===== config.mk =====
export PLATFORM = sky130hd
export DESIGN_NAME = pc_fetch_unit
export DESIGN_NICKNAME = d
export VERILOG_FILES = /design/src/rtl/pc_fetch_unit.sv
export SDC_FILE = /design/constraint.sdc
export NUM_CORES = 1
export LEC_CHECK = 0
export ABC_AREA = 1
export CORE_MARGIN = 2
export CORE_UTILIZATION = 40
export CTS_BUF_LIST = sky130_fd_sc_hd__clkbuf_8
export DETAILED_ROUTE_END_ITERATION = 16
export SYNTH_ARGS = -nofsm -noshare
export SYNTH_HDL_FRONTEND = slang
export SYNTH_SLANG_ARGS = --single-unit

===== constraint.sdc =====
create_clock -name clk -period 2.2 [get_ports clk]
set_clock_uncertainty 0.05 [all_clocks]
set_input_delay 0.44 -clock clk [delete_from_list [all_inputs] [get_ports clk]]
set_output_delay 0.44 -clock clk [all_outputs]
set_load 0.02 [all_outputs]

===== src/rtl/pc_fetch_unit.sv =====
// rtl/pc_fetch_unit.sv - PC owner and single-outstanding instruction-memory request unit
//
// Owns the program counter, issues one word request at a time to instruction
// memory and presents each returned instruction, with its PC, to the fetch
// latch. A bubble (fetch_nop=1, NOP_WORD) is driven whenever no valid
// instruction is available.
//
// Ports:
//   clk, rst_n          clock, asynchronous active-low reset
//   stall               downstream hold; fetch outputs freeze
//   redirect_valid/pc   taken branch/jump; flushes and reloads the PC
//   imem_req_*          request channel (valid/ready, word address)
//   imem_rsp_*          response channel (no backpressure)
//   fetch_pc            PC of the presented instruction
//   fetch_instruction   presented instruction (NOP_WORD during bubbles)
//   fetch_nop           1 = bubble
`timescale 1ns/1ps

module pc_fetch_unit #(
    parameter logic [31:0] RESET_PC = 32'h0000_0000,
    parameter logic [31:0] NOP_WORD = 32'h0000_0013
) (
    input  logic        clk,
    input  logic        rst_n,
    input  logic        stall,
    input  logic        redirect_valid,
    input  logic [31:0] redirect_pc,
    output logic        imem_req_valid,
    output logic [31:0] imem_req_addr,
    input  logic        imem_req_ready,
    input  logic        imem_rsp_valid,
    input  logic [31:0] imem_rsp_data,
    output logic [31:0] fetch_pc,
    output logic [31:0] fetch_instruction,
    output logic        fetch_nop
);

    typedef enum logic [1:0] {
        S_BOOT = 2'd0,
        S_REQ  = 2'd1,
        S_WAIT = 2'd2,
        S_DROP = 2'd3
    } state_t;

    state_t      state_q;
    state_t      state_d;
    logic [31:0] pc_q;
    logic [31:0] out_pc_q;
    logic        hold_valid;
    logic [31:0] hold_pc;
    logic [31:0] hold_instr;

    logic        handshake;
    logic        redirect_take;
    logic        rsp_accept;

    // A pending held instruction blocks issue, so the hold buffer never
    // needs more than one entry.
    assign imem_req_valid = (state_q == S_REQ) && !hold_valid;
    assign imem_req_addr  = pc_q;

    assign handshake     = imem_req_valid && imem_req_ready;
    // Redirects are meaningless before the first request has been set up.
    assign redirect_take = redirect_valid && (state_q != S_BOOT);
    // Only a response to a live (non-flushed) request is kept.
    assign rsp_accept    = (state_q == S_WAIT) && imem_rsp_valid && !redirect_take;

    always_comb begin
        state_d = state_q;
        case (state_q)
            S_BOOT: state_d = S_REQ;
            S_REQ: begin
                if (handshake) begin
                    state_d = redirect_take ? S_DROP : S_WAIT;
                end
            end
            S_WAIT: begin
                if (imem_rsp_valid) begin
                    state_d = S_REQ;
                end else if (redirect_take) begin
                    state_d = S_DROP;
                end
            end
            S_DROP: begin
                if (imem_rsp_valid) begin
                    state_d = S_REQ;
                end
            end
            default: state_d = S_BOOT;
        endcase
    end

    always_ff @(posedge clk or negedge rst_n) begin
        if (!rst_n) begin
            state_q <= S_BOOT;
        end else begin
            state_q <= state_d;
        end
    end

    // PC and outstanding-request bookkeeping. Redirect wins over the
    // sequential increment even when a handshake happens in the same cycle.
    always_ff @(posedge clk or negedge rst_n) begin
        if (!rst_n) begin
            pc_q     <= RESET_PC;
            out_pc_q <= RESET_PC;
        end else begin
            if (handshake) begin
                out_pc_q <= pc_q;
            end
            if (redirect_take) begin
                pc_q <= redirect_pc & 32'hFFFF_FFFC;
            end else if (handshake) begin
                pc_q <= pc_q + 32'd4;
            end
        end
    end

    // Hold buffer and fetch-latch outputs.
    always_ff @(posedge clk or negedge rst_n) begin
        if (!rst_n) begin
            hold_valid        <= 1'b0;
            hold_pc           <= RESET_PC;
            hold_instr        <= NOP_WORD;
            fetch_pc          <= RESET_PC;
            fetch_instruction <= NOP_WORD;
            fetch_nop         <= 1'b1;
        end else if (redirect_take) begin
            // Flush: drop any held instruction and bubble even under stall.
            hold_valid        <= 1'b0;
            fetch_instruction <= NOP_WORD;
            fetch_nop         <= 1'b1;
        end else if (!stall) begin
            if (hold_valid) begin
                hold_valid        <= 1'b0;
                fetch_pc          <= hold_pc;
                fetch_instruction <= hold_instr;
                fetch_nop         <= 1'b0;
            end else if (rsp_accept) begin
                fetch_pc          <= out_pc_q;
                fetch_instruction <= imem_rsp_data;
                fetch_nop         <= 1'b0;
            end else begin
                fetch_instruction <= NOP_WORD;
                fetch_nop         <= 1'b1;
            end
        end else if (rsp_accept) begin
            // Outputs frozen; park the response until the stall releases.
            hold_valid <= 1'b1;
            hold_pc    <= out_pc_q;
            hold_instr <= imem_rsp_data;
        end
    end

endmodule


==> impl_metrics.ini <==
[global_routing]
globalRoute.totalOverflow = 0
grt_pass1_vias = 7732
grt_pass1_wl_mm = 40.3
antenna_found_initial = 0
grt_usage_pct = 21.0
grt_start_max_net_pins = 97

[cts]
cts_setup_buffers = 0
cts.clk_slew.worst_paths_ns = 0.10
cts_sinks = 188
cts-root-buf = clkbuf_8
clk_latency_ns = 0.47
cts-htree-levels = 4
clockBufferDepth = 2
cts_made_buffers = 17
cts_tree = built

[placement]
placed_cells = 1603
place_congestion = 0.924
io_buffer_count = 161
dp.final_hpwl_mm = 17.0

[worst_setup_path]
crit_arrival_ns = 1.64
max_stage_delay_ns = 0.62
worstRegToRegCells = 10
cp_num_cells = 1
cp_cell_sequence = clkdlybuf4s50_1
cp-start-kind = flop
timing_worst_setup_path_type = flop to output pin
required_ns = 1.71
cpLargestDelayFamily = buffers and inverters
cp-end-kind = output pin
crit_slowest_cell = clkdlybuf4s50_1
worst-path-buf-inv = 1
worst-path-max-fanout = 2

[routing]
wl_per_cell_um = 14.9
via_per_inst = 4.95
vias = 8098
antenna_left = 0
drtPass1Iterations = 5
route.detailed.drc = 0
wirelength_mm = 24.4
drt_iter0_drc = 602

[yosys]
avgSynthCellArea_sq_um = 7.62
synth_seq_cells = 188
synth_cells = 1190
yosys_warnings = 0
seq_area_frac_synth_pct = 52.0
ys_types = 30
syn_area_sq_mm = 0.00907

[die]
die-area_sq_mm = 0.0239
dieHeight_um = 155
core_sq_mm = 0.0224
ios = 168
row_count = 55
fp.dieW_um = 155
start_util_pct = 40.4

[job]
cap_viol_max_count = 0

[sta]
setup_tns_ns = 0
fin_crit_sh_pct = 96.7
worst_pin_slew_ns = 0.498
layout_min_cycle_time_ns = 2.13
slew_headroom_pct = 66.7
max_freq_ghz = 0.470
finalMaxSlewViolations = 0
hold_viol = 0
rsz0062_at_grt = false
setup_viol = 0

[power]
pwr_density_cell_mw_per_mm2 = 1160
p_clk_share_pct = 18.3
vdd_ir_drop_max_mv = 0.574
internal_power_mw = 7.94
switchingPower_mw = 5.37
p_sw_share_pct = 40.3
p_seq_share_pct = 42.2
power_frac_comb_pct = 39.5
power.leakage_nw = 5.53

[cells_and_area]
diodes = 0
drive_above_1_share_pct = 6.14
finalNetCount = 1413
syn2layout_area_growth_pct = 26.9
fin_cells = 1636

[hold_path]
hold_class = flop to flop
hold_depth = 2

[status]
status = finished, final reports clean
## worst reg2reg max path, delay by kind of cell, from the launching register on
| family | cells | cell delay, ns |
|---|---|---|
| simple gates | 4 | 0.56 |
| buf+inv | 4 | 0.55 |
| flops | 1 | 0.40 |
| fa+ha+maj | 1 | 0.25 |
| compound gates | 1 | 0.12 |
## metal layers
layer / track usage (%) / wire [um] / up-vias
li1: - / - / 4066
met1: 32.9 / 12500 / 3777
met2: 30.1 / 10300 / 231
met3: 3.11 / 1210 / 24
met4: 5.91 / 332 / 0
met5: 0 / 0 / -
## synthesized netlist by cell type (all sizes together)
cell type | count | share of area [%]
conb | 1 | 0.041
inv | 93 | 3.8
nand4 | 4 | 0.28
o21ai | 171 | 9.4
nor3 | 2 | 0.11
nand3 | 114 | 6.3
xor2 | 2 | 0.19
a21oi | 5 | 0.40
dfstp | 7 | 2.0
clkbuf | 33 | 1.5
a22oi | 2 | 0.17
ha | 5 | 0.69
o211ai | 10 | 0.83
dfrtp | 181 | 50
and2 | 1 | 0.069
o22ai | 1 | 0.069
buf | 36 | 2.2
o21bai | 1 | 0.083
nand2 | 471 | 20
nor2 | 50 | 2.3
## timing repair
item | 4_1_cts | 5_1_grt
hold endpoints to repair | 50 | 0
resized for setup | 5 | 2
pin swaps | 0 | 0
hold buffers | 1 | 0
gates cloned | 0 | 0
endpoints found under the setup margin | 2 | 1
## state kept, by name, summed over array words and instances (netlist names)
name / cells
fetch_instruction: 32
hold_instr: 32
fetch_pc: 30
hold_pc: 30
imem_req_addr: 30
out_pc_q: 30
state_q: 2
fetch_nop: 1
hold_valid: 1
## worst paths after layout
path                                      startpoint                   end  slack [ns]
worst max-delay path            fetch_instruction[0]  fetch_instruction[0]        0.07
worst min-delay path                   hold_instr[2]         hold_instr[2]        0.43
worst max register to register            state_q[0]  fetch_instruction[4]        0.20
worst min register to register         hold_instr[2]         hold_instr[2]        0.43
max in group asynchronous                      rst_n         hold_instr[2]        0.97
min in group asynchronous                      rst_n     imem_req_addr[23]        0.45
## power by group through the flow
stage / sequential, mW / clock, mW / combinational, mW
2_1_floorplan: 6.07 / 0 / 2.45
3_3_place_gp: 5.64 / 0 / 5.19
3_5_place_dp: 5.66 / 0 / 5.28
4_1_cts: 5.60 / 2.50 / 5.30
5_1_grt: 5.78 / 2.65 / 5.87
6_report: 5.61 / 2.44 / 5.26
## layout make-up
class                   instances  area (sq um)
well taps                     285           357
repair buffers                195          1980
fillers                      2246         10900
inverters                      93           349
clock inverters                14           169
clock buffers                  18           248
multi-input cells             843          3690
flip-flops and latches        188          4710
## placed cells by master, fill, tap and decap left out, types with 9 or more instances in the layout
cell	instances
nand2_1	469
dfrtp_1	180
o21ai_0	164
clkdlybuf4s50_1	158
nand3_1	114
inv_1	92
nor2_1	46
buf_4	24
clkbuf_8	19
o211ai_1	10
buf_12	9
## kinds of logic (layout without fill, tap and decap cells)
| kind of cell | Yosys count | after routing | share of synthesized area [%] |
|---|---|---|---|
| AO/OA/AOI/OAI | 190 | 190 | 11.0 |
| XOR/XNOR | 2 | 2 | 0.193 |
| adder cells (fa/ha/maj) | 5 | 5 | 0.690 |
| buffers and inverters | 162 | 320 | 7.60 |
| flip-flops | 188 | 188 | 52.0 |
| other | 1 | 4 | 0.0413 |
| AND/OR/NAND/NOR | 642 | 642 | 28.5 |
## per-stage QoR
| step | utilization, % | setup slack (ns) | hold slack, ns | total power, mW | area [sq um] |
|---|---|---|---|---|---|
| after floorplan | - | 0.319 | 0.0944 | 8.52 | 9080 |
| after global placement | 49.4 | 0.0269 | 0.400 | 10.8 | 11100 |
| after detailed placement | 49.4 | 0.0156 | 0.408 | 10.9 | 11100 |
| after CTS | 51.3 | 0.0276 | 0.421 | 13.4 | 11500 |
| after global routing | 51.3 | 0.0129 | 0.446 | 14.3 | 11500 |
| final | 51.3 | 0.0731 | 0.427 | 13.3 | 11500 |
(Power assumes the default switching activity.)
